===== config.mk =====
export PLATFORM = sky130hd
export DESIGN_NAME = command_sequencer
export DESIGN_NICKNAME = d
export VERILOG_FILES = /design/src/rtl/command_sequencer_pkg.sv /design/src/rtl/command_sequencer_record_stage.sv /design/src/rtl/command_sequencer.sv
export SDC_FILE = /design/constraint.sdc
export NUM_CORES = 1
export LEC_CHECK = 0
export CAP_MARGIN = 20
export CORE_UTILIZATION = 32
export CTS_CLUSTER_DIAMETER = 200
export DETAILED_ROUTE_END_ITERATION = 10
export SKIP_CTS_REPAIR_TIMING = 1
export SLEW_MARGIN = 20
export SYNTH_ARGS = -nofsm -noshare
export SYNTH_HDL_FRONTEND = slang
export SYNTH_SLANG_ARGS = --single-unit

===== constraint.sdc =====
create_clock -name clk -period 7.1 [get_ports clk]
set_input_delay 1.42 -clock clk [delete_from_list [all_inputs] [get_ports clk]]
set_output_delay 1.42 -clock clk [all_outputs]
set_load 0.03 [all_outputs]

===== src/rtl/command_sequencer_pkg.sv =====
// Shared command codes, record sizing and sequencer state encoding.
package beagleg;

    localparam int unsigned MotionSegmentBits = 128;

    localparam logic [7:0] CMD_STATUS       = 8'h01;
    localparam logic [7:0] CMD_WRITE_FIFO   = 8'h02;
    localparam logic [7:0] CMD_CLEAR_ERRORS = 8'h03;

    typedef enum logic [1:0] {
        IDLE    = 2'd0,
        RECEIVE = 2'd1,
        COMMIT  = 2'd2,
        DISCARD = 2'd3
    } state_t;

endpackage


===== src/rtl/command_sequencer_record_stage.sv =====
// Staging buffer holding one motion-segment record, written and read by byte index.
module record_stage #(
    parameter int unsigned Depth = 4,
    parameter int unsigned Width = 8,
    localparam int unsigned IdxW = (Depth > 1) ? $clog2(Depth) : 1
) (
    input  logic             clk,
    input  logic             wr_en,
    input  logic [IdxW-1:0]  wr_idx,
    input  logic [Width-1:0] wr_data,
    input  logic [IdxW-1:0]  rd_idx,
    output logic [Width-1:0] rd_data
);

    logic [Width-1:0] mem [Depth];

    always_ff @(posedge clk) begin
        if (wr_en) begin
            mem[wr_idx] <= wr_data;
        end
    end

    assign rd_data = mem[rd_idx];

endmodule


===== src/rtl/command_sequencer.sv =====
// SPI command sequencer: stages motion-segment records and commits whole records to the FIFO.
module command_sequencer
    import beagleg::*;
#(
    parameter int unsigned FifoDepth   = 16,
    parameter int unsigned RecordWords = beagleg::MotionSegmentBits / 8,
    localparam int unsigned SizeW      = $clog2(FifoDepth * RecordWords) + 1
) (
    input  logic             clk,
    input  logic             reset,
    input  logic             cs,
    input  logic [7:0]       rx_data,
    input  logic             rx_valid,
    output logic [7:0]       tx_data,
    input  logic [SizeW-1:0] fifo_size,
    output logic             fifo_write_en,
    output logic [7:0]       fifo_data,
    output logic [1:0]       state_o
);

    localparam int unsigned IdxW = $clog2(RecordWords);

    state_t          state, state_next;
    logic [IdxW-1:0] idx;
    logic            skid_full;
    logic [7:0]      skid_byte;
    logic            commit_abort;
    logic            err_overflow, err_truncate;
    logic            set_ovf, set_trunc, clr_err;
    logic            rx_ok, last, end_idle;
    logic [31:0]     used_records;
    logic [4:0]      empty_slots;

    logic            stage_wr_en;
    logic [IdxW-1:0] stage_wr_idx;
    logic [7:0]      stage_wr_data;
    logic [7:0]      stage_rd_data;

    record_stage #(
        .Depth (RecordWords),
        .Width (8)
    ) u_stage (
        .clk     (clk),
        .wr_en   (stage_wr_en),
        .wr_idx  (stage_wr_idx),
        .wr_data (stage_wr_data),
        .rd_idx  (idx),
        .rd_data (stage_rd_data)
    );

    assign rx_ok    = rx_valid && !cs;
    assign last     = (idx == IdxW'(RecordWords - 1));
    assign end_idle = commit_abort || cs;

    // Ceiling division in 32 bits so a nearly-full FIFO cannot wrap the slot count.
    assign used_records = (32'(fifo_size) + RecordWords - 1) / RecordWords;
    assign empty_slots  = (used_records >= FifoDepth) ? '0 : 5'(FifoDepth - used_records);

    always_ff @(posedge clk) begin
        if (reset) begin
            state <= IDLE;
        end else begin
            state <= state_next;
        end
    end

    always_comb begin
        state_next = state;
        case (state)
            IDLE: begin
                if (rx_ok) begin
                    if (rx_data == CMD_WRITE_FIFO) begin
                        state_next = RECEIVE;
                    end else if (rx_data != CMD_STATUS && rx_data != CMD_CLEAR_ERRORS) begin
                        state_next = DISCARD;
                    end
                end
            end
            RECEIVE: begin
                if (cs) begin
                    state_next = IDLE;
                end else if (rx_valid && last && empty_slots != '0) begin
                    state_next = COMMIT;
                end
            end
            COMMIT: begin
                if (last) begin
                    state_next = end_idle ? IDLE : RECEIVE;
                end
            end
            DISCARD: begin
                if (cs) begin
                    state_next = IDLE;
                end
            end
            default: state_next = IDLE;
        endcase
    end

    always_comb begin
        fifo_write_en = (state == COMMIT);
        fifo_data     = (state == COMMIT) ? stage_rd_data : 8'h00;
        tx_data       = (state == IDLE) ? {err_overflow, err_truncate, 1'b0, empty_slots} : 8'h00;
        state_o       = state;
    end

    // Staging writes and error events; the skid byte is moved into entry 0 on the
    // final COMMIT cycle, after entry 0 has already been read out.
    always_comb begin
        set_ovf       = 1'b0;
        set_trunc     = 1'b0;
        clr_err       = 1'b0;
        stage_wr_en   = 1'b0;
        stage_wr_idx  = idx;
        stage_wr_data = rx_data;
        case (state)
            IDLE: begin
                clr_err = rx_ok && (rx_data == CMD_CLEAR_ERRORS);
            end
            RECEIVE: begin
                if (cs) begin
                    set_trunc = (idx != '0);
                end else if (rx_valid) begin
                    stage_wr_en = 1'b1;
                    set_ovf     = last && (empty_slots == '0);
                end
            end
            COMMIT: begin
                set_ovf = rx_ok && skid_full;
                if (last) begin
                    if (end_idle) begin
                        set_trunc = skid_full || rx_ok;
                    end else if (skid_full || rx_ok) begin
                        stage_wr_en   = 1'b1;
                        stage_wr_idx  = '0;
                        stage_wr_data = skid_full ? skid_byte : rx_data;
                    end
                end
            end
            default: ;
        endcase
    end

    always_ff @(posedge clk) begin
        if (reset) begin
            idx          <= '0;
            skid_full    <= 1'b0;
            skid_byte    <= '0;
            commit_abort <= 1'b0;
            err_overflow <= 1'b0;
            err_truncate <= 1'b0;
        end else begin
            err_overflow <= set_ovf || (err_overflow && !clr_err);
            err_truncate <= set_trunc || (err_truncate && !clr_err);
            case (state)
                IDLE: begin
                    idx          <= '0;
                    skid_full    <= 1'b0;
                    commit_abort <= 1'b0;
                end
                RECEIVE: begin
                    if (cs) begin
                        idx <= '0;
                    end else if (rx_valid) begin
                        idx <= last ? '0 : idx + 1'b1;
                    end
                end
                COMMIT: begin
                    if (last) begin
                        idx          <= stage_wr_en ? IdxW'(1) : '0;
                        skid_full    <= 1'b0;
                        commit_abort <= 1'b0;
                    end else begin
                        idx <= idx + 1'b1;
                        if (cs) begin
                            commit_abort <= 1'b1;
                        end
                        if (rx_ok && !skid_full) begin
                            skid_byte <= rx_data;
                            skid_full <= 1'b1;
                        end
                    end
                end
                DISCARD: begin
                    idx <= '0;
                end
                default: ;
            endcase
        end
    end

endmodule


==> results of run 1 <==
-- final cells by class --
type / count / area, um^2 / area share
Clock inverter: 11 / 158 / 0.0206
Sequential cell: 150 / 4290 / 0.560
Clock buffer: 20 / 437 / 0.0571
Inverter: 9 / 33.8 / 0.00442
Multi-Input combinational cell: 208 / 2000 / 0.262
Timing Repair Buffer: 41 / 403 / 0.0527
Tap cell: 265 / 332 / 0.0434
-- power by group through the flow --
stage	clock network, W	logic, W	registers (W)
after global placement	0	0.000407	0.00100
after global routing	0.000958	0.000442	0.000988
after detailed placement	0	0.000408	0.00100
final	0.000915	0.000406	0.000985
after floorplan	0	0.000283	0.00101
after CTS	0.000924	0.000410	0.000986
-- path summary, 6_finish.rpt --
path	from	to	slack (ns)	cells past startpoint
hold reg to reg	err_truncate	err_truncate	0.48	2
setup reg to reg	state_o[0]	u_stage.mem[2][3]	3.50	6
setup / recovery	fifo_size[2]	tx_data[2]	1.57	9
hold / removal	err_truncate	err_truncate	0.48	2
-- state kept, by name, indices dropped and copies added (netlist names), named ones only --
register and flops:
err_truncate 1, u_stage.mem 128, state_o 2, err_overflow 1, idx 4, commit_abort 1, skid_full 1, skid_byte 8
-- routing by layer --
| metal | GRT usage | vias to the layer above | wire, um |
|---|---|---|---|
| met5 | 0 | - | 0 |
| met4 | 0.0459 | 0 | 163 |
| met3 | 0.0413 | 16 | 840 |
| met2 | 0.238 | 115 | 6610 |
| met1 | 0.182 | 1789 | 6010 |
| li1 | - | 1612 | - |
-- cells in the mapped netlist (3+ instances only) --
cell type    n  area [um^2]
edfxtp_1   128         3840
mux4_2      40          901
nor2_1      34          128
dfxtp_1     22          440
nand2_1     16         60.1
and2_1      13         81.3
inv_1        9         33.8
mux2i_1      9         90.1
a21oi_1      8         40.0
clkbuf_1     8         30.0
mux2_2       8         90.1
ha_1         7         87.6
nor3_1       7         35.0
o21ai_0      7         35.0
nand3_1      6         30.0
nor2b_1      6         37.5
buf_1        4         15.0
buf_4        4         30.0
xnor2_1      4         35.0
and3_1       3         18.8
nand4_1      3         18.8
-- worst max-delay path, delay by kind of cell --
| family | cells | cell delay (ns) |
|---|---|---|
| adder cells (fa/ha/maj) | 1 | 0.31 |
| XOR/XNOR | 1 | 0.28 |
| AND/OR/NAND/NOR | 3 | 0.58 |
| buffers and inverters | 2 | 1.02 |
| AO/OA/AOI/OAI | 2 | 0.50 |
-- kinds of logic after synthesis --
family	Yosys count	share of synthesized area
flops	150	0.669
simple gates	97	0.0751
mux	57	0.169
compound gates	40	0.0454
buf+inv	26	0.0188
fa+ha+maj	7	0.0137
xor+xnor	6	0.00821
other cells	1	0.000586
-- metrics by stage --
| step | setup slack [ns] | hold slack, ns | instances | util | total power [W] |
|---|---|---|---|---|---|
| detailed placement | 1.60 | 0.456 | 673 | 0.361 | 0.00141 |
| global route | 1.44 | 0.496 | 704 | 0.392 | 0.00239 |
| finish | 1.57 | 0.475 | 704 | 0.392 | 0.00231 |
| CTS | 1.59 | 0.464 | 704 | 0.392 | 0.00232 |
| floorplan | 2.34 | 0.432 | 384 | - | 0.00129 |
| global placement | 1.73 | 0.464 | 673 | 0.361 | 0.00141 |
==> impl_metrics.py, run 1 <==
metrics = {
    "layout": {
        "final_common_cell": "edfxtp_1",
        "synthToLayoutAreaGrowth_pct": 19.5,
        "fill_cells": 1833,
        "antenna_cells": 0,
        "fin_nets": 455,
        "postLayoutCellArea_um2": 7650,
        "post_route_cells_drive_above_1_share": 0.194,
        "final_cell_mix": "128 x edfxtp_1, 40 x mux4_2, 38 x clkdlybuf4s50_1",
    },
    "sta": {
        "fmax_mhz": 181,
        "rsz0062_at_grt": "false",
        "setup_tns_ns": 0,
        "fin_crit_sh": 0.779,
        "finalHoldViolCount": 0,
        "slew_headroom": 0.316,
        "fin_skew_ns": 0.0104,
        "worst_slew_pin_slew_ns": 1.02,
        "drv_slew": 0,
        "fin_crit_ns": 5.53,
        "setup_viol": 0,
    },
    "cts": {
        "clkTransAtPathRegs_ns": 0.06,
        "clk_latency_ns": 0.42,
        "cts_buffer_depth": 2,
        "cts-root-buf": "clkbuf_16",
        "cts_tree": "yes",
        "htreeDepth": 4,
        "clock_sinks": 150,
        "numCtsBuffers": 17,
    },
    "job": {
        "cap_violations": 0,
    },
    "drt": {
        "avgViaCountPerCell": 5.02,
        "drt_iter0_markers": 320,
        "routedWlPerCell_um": 19.4,
        "via_count": 3532,
        "wl_mm": 13.6,
        "antenna_left": 0,
        "dr.pass1.iters": 4,
        "drcViolationCount": 0,
    },
    "global_routing": {
        "grt_pass1_vias": 3794,
        "grt_max_degree": 33,
        "grt_pass1_wl_mm": 21.3,
        "overflow": 0,
        "grt_antenna_before_repair": 0,
        "track_usage": 0.144,
    },
    "worst_setup_path": {
        "cp.required_ns": 5.68,
        "critical_path.cell_chain": "clkdlybuf4s50_1, nor4_2, xor2_1, ha_1, nor2_1, o31ai_1, o22a_1, nor2_1, clkdlybuf4s50_1",
        "path_class": "input pin to primary output",
        "start_kind": "input pin",
        "cp_max_fo": 6,
        "slowest_stage": "clkdlybuf4s50_1",
        "slowest_delay_ns": 0.59,
        "arrival_ns": 4.11,
        "end_kind": "primary output",
    },
    "power": {
        "p_int_w": 0.00173,
        "power_density_nw_per_um2": 302,
        "swShare": 0.248,
        "leakagePower_nw": 2.36,
        "vdd_drop_max_v": 0.000171,
        "pwr-share-comb": 0.176,
        "p_sw_w": 0.000573,
        "p_seq_frac": 0.427,
        "clock_power_share": 0.397,
    },
    "place": {
        "gp_congestion": 0.819,
        "hpwl_mm": 8.93,
        "place.port_buffers": 38,
        "place_area_um2": 7050,
    },
    "die": {
        "num_rows": 51,
        "coreArea_um2": 19500,
        "start_util": 0.328,
        "die_w_um": 143,
        "die_height_um": 143,
        "die_area_um2": 20600,
        "ioPinCount": 40,
    },
    "synthesis": {
        "ys_ff_latch": 150,
        "ys.flop_type": "edfxtp_1",
        "async_flop_share": 0,
        "synth_area_um2": 6400,
        "seq_area_frac_synth": 0.669,
        "synth_edf_count": 128,
        "post_synth_inst_count": 384,
        "ys_types": 51,
        "syn_area_per_cell_um2": 16.7,
        "syn_nets": 412,
        "yosys_warnings": 0,
    },
    "status": {
        "status": "completed",
    },
    "worst_hold_path": {
        "min_path_type": "flip-flop to flip-flop",
    },
}
Power figures use the tool's default switching activity.
==> inputs of run 2 (changes only) <==
==> constraint.sdc (replaced) <==
create_clock -name clk -period 4.5 [get_ports clk]
set_input_delay 0.9 -clock clk [delete_from_list [all_inputs] [get_ports clk]]
set_output_delay 0.9 -clock clk [all_outputs]
set_load 0.03 [all_outputs]
==> run 2 against run 1 <==
Compared with the run above:
- core utilization grew 0.46 points
- count of clock-buffer cells in the layout shrank 3
- clock skew shrank 0.0030 ns
- combinational power grew 59%
- sequential share of layout area shrank 0.65 points
- final area grew 1.2%
- global-route usage grew 0.21 points
- largest power group unchanged
==> impl_metrics.py, run 2 (same netlist as run 1, synthesis figures left out) <==
metrics = {
    "power": {
        "power_density_nw_per_um2": 459,
        "p_sw_w": 0.000919,
        "p_total_w": 0.00356,
        "clock_power_share": 0.376,
        "vdd_drop_max_v": 0.000225,
        "leakagePower_nw": 2.42,
        "swShare": 0.258,
        "p_seq_frac": 0.442,
        "p_int_w": 0.00264,
        "pwr-share-comb": 0.182,
    },
    "worst_setup_path": {
        "critPathLaunch": "fifo_size[2]",
        "rr_startpoint": "state_o[0]",
        "reg2reg_to": "u_stage.mem[8][7]",
        "cp_num_buf_inv": 2,
        "arrival_ns": 3.45,
        "end_kind": "primary output",
        "path_class": "input pin to primary output",
        "slowest_stage": "clkdlybuf4s50_1",
        "crit_family": "buffers and inverters",
        "crit_cells": 9,
        "worstSetupEndpoint": "tx_data[2]",
        "cp.required_ns": 3.60,
        "start_kind": "input pin",
        "critical_path.cell_chain": "clkdlybuf4s50_1, o41a_1, xnor2_1, ha_2, nor2_1, o31ai_2, o22a_1, nor2_1, clkdlybuf4s50_1",
        "slowest_delay_ns": 0.68,
        "ff2ff_path_depth": 6,
        "cp_max_fo": 6,
        "r2r_slack_ns": 1.38,
    },
    "sta": {
        "fin_crit_sh": 0.967,
        "fmax_mhz": 230,
        "finalHoldViolCount": 0,
        "setup_viol": 0,
        "drv_slew": 0,
        "fin_crit_ns": 4.35,
        "fin_skew_ns": 0.00736,
        "rsz0062_at_grt": "false",
        "worst_slew_pin_slew_ns": 0.868,
        "slew_headroom": 0.419,
        "setup_tns_ns": 0,
        "whs_ns": 0.469,
    },
    "drt": {
        "drt_iter0_markers": 239,
        "avgViaCountPerCell": 5.00,
        "dr.pass1.iters": 4,
        "antenna_left": 0,
        "routedWlPerCell_um": 19.3,
        "drcViolationCount": 0,
        "wl_mm": 13.8,
        "via_count": 3595,
    },
    "die": {
        "die_area_um2": 20600,
        "die_height_um": 143,
        "ioPinCount": 40,
        "start_util": 0.328,
        "die_w_um": 143,
        "num_rows": 51,
        "coreArea_um2": 19500,
    },
    "layout": {
        "fin_nets": 469,
        "final_cell_mix": "128 x edfxtp_1, 40 x mux4_2, 38 x clkdlybuf4s50_1",
        "largest-register": "u_stage.mem",
        "largest_register_ffs": 128,
        "post_route_cells_drive_above_1_share": 0.229,
        "synthToLayoutAreaGrowth_pct": 20.9,
        "reg_top3": "u_stage.mem: 128 flops, skid_byte: 8 flops, idx: 4 flops",
        "antenna_cells": 0,
        "final_common_cell": "edfxtp_1",
    },
    "global_routing": {
        "grt_pass1_vias": 3872,
        "grt_max_degree": 21,
        "grt_pass1_wl_mm": 21.9,
        "grt_antenna_before_repair": 0,
        "track_usage": 0.146,
        "overflow": 0,
    },
    "cts": {
        "clock_sinks": 150,
        "numCtsBuffers": 17,
        "clkTransAtPathRegs_ns": 0.06,
        "htreeDepth": 4,
        "cts_tree": "yes",
        "clk_latency_ns": 0.41,
        "cts-root-buf": "clkbuf_16",
        "cts_buffer_depth": 2,
    },
    "place": {
        "hpwl_mm": 9.51,
        "gp_congestion": 0.828,
        "place.port_buffers": 38,
    },
    "job": {
        "cap_violations": 0,
    },
    "worst_hold_path": {
        "hold_depth": 2,
        "min_path_type": "flip-flop to flip-flop",
    },
    "status": {
        "status": "completed",
    },
}
[run 2: changes by cell type in the layout (fill, tap and decap cells not counted)]
cell and change:
clkinv_4 +1, clkbuf_1 -3, clkinv_2 +2, buf_4 +13
nor3_2 -1, ha_1 -1, o31ai_1 -1, buf_12 +1
o31ai_2 +1, ha_2 +1, nor3_1 +1, bufinv_16 -2
clkinvlp_4 +3
[run 2: worst min path at each step]
| stage | startpoint | to |
|---|---|---|
| global placement | err_truncate | err_truncate |
| detailed placement | err_truncate | err_truncate |
| CTS | err_truncate | err_truncate |
| floorplan | err_truncate | err_truncate |
| finish | err_truncate | err_truncate |
| global route | err_truncate | err_truncate |
[run 2: through the flow]
stage	area, um^2	utilization	std cells	setup slack [ns]
2_1_floorplan	6400	-	384	0.784
6_report	7740	0.396	719	0.148
5_1_grt	7740	0.396	719	0.0401
3_3_place_gp	7170	0.367	687	0.201
4_1_cts	7730	0.396	719	0.0828
3_5_place_dp	7170	0.367	687	0.0988
[run 2: area by class of cell]
type | instances | area, um^2
fillers | 1808 | 11800
flip-flops and latches | 150 | 4290
multi-input cells | 208 | 2000
repair buffers | 55 | 520
clock buffers | 17 | 425
well taps | 265 | 332
clock inverters | 15 | 139
inverters | 9 | 33.8
[run 2: power by group through the flow]
| stage | combinational, W | sequential, W | clock [W] |
|---|---|---|---|
| floorplan | 0.000446 | 0.00159 | 0 |
| global placement | 0.000637 | 0.00160 | 0 |
| detailed placement | 0.000647 | 0.00160 | 0 |
| CTS | 0.000650 | 0.00157 | 0.00136 |
| global route | 0.000701 | 0.00158 | 0.00142 |
| finish | 0.000646 | 0.00157 | 0.00134 |
[run 2: worst reg2reg max path: stages (launching register included)]
cell and delay (ns):
dfxtp_1 0.38, inv_1 0.11, ha_1 0.55, or3b_2 0.56, nor3_1 0.33, a21oi_1 0.17, nor2_1 0.64
[run 2: layer usage]
layer / GRT usage / wire [um] / vias to the layer above
li1: - / - / 1639
met2: 0.250 / 6900 / 86
met3: 0.0353 / 540 / 12
met1: 0.185 / 6310 / 1858
met5: 0 / 0 / -
met4: 0.0370 / 89 / 0
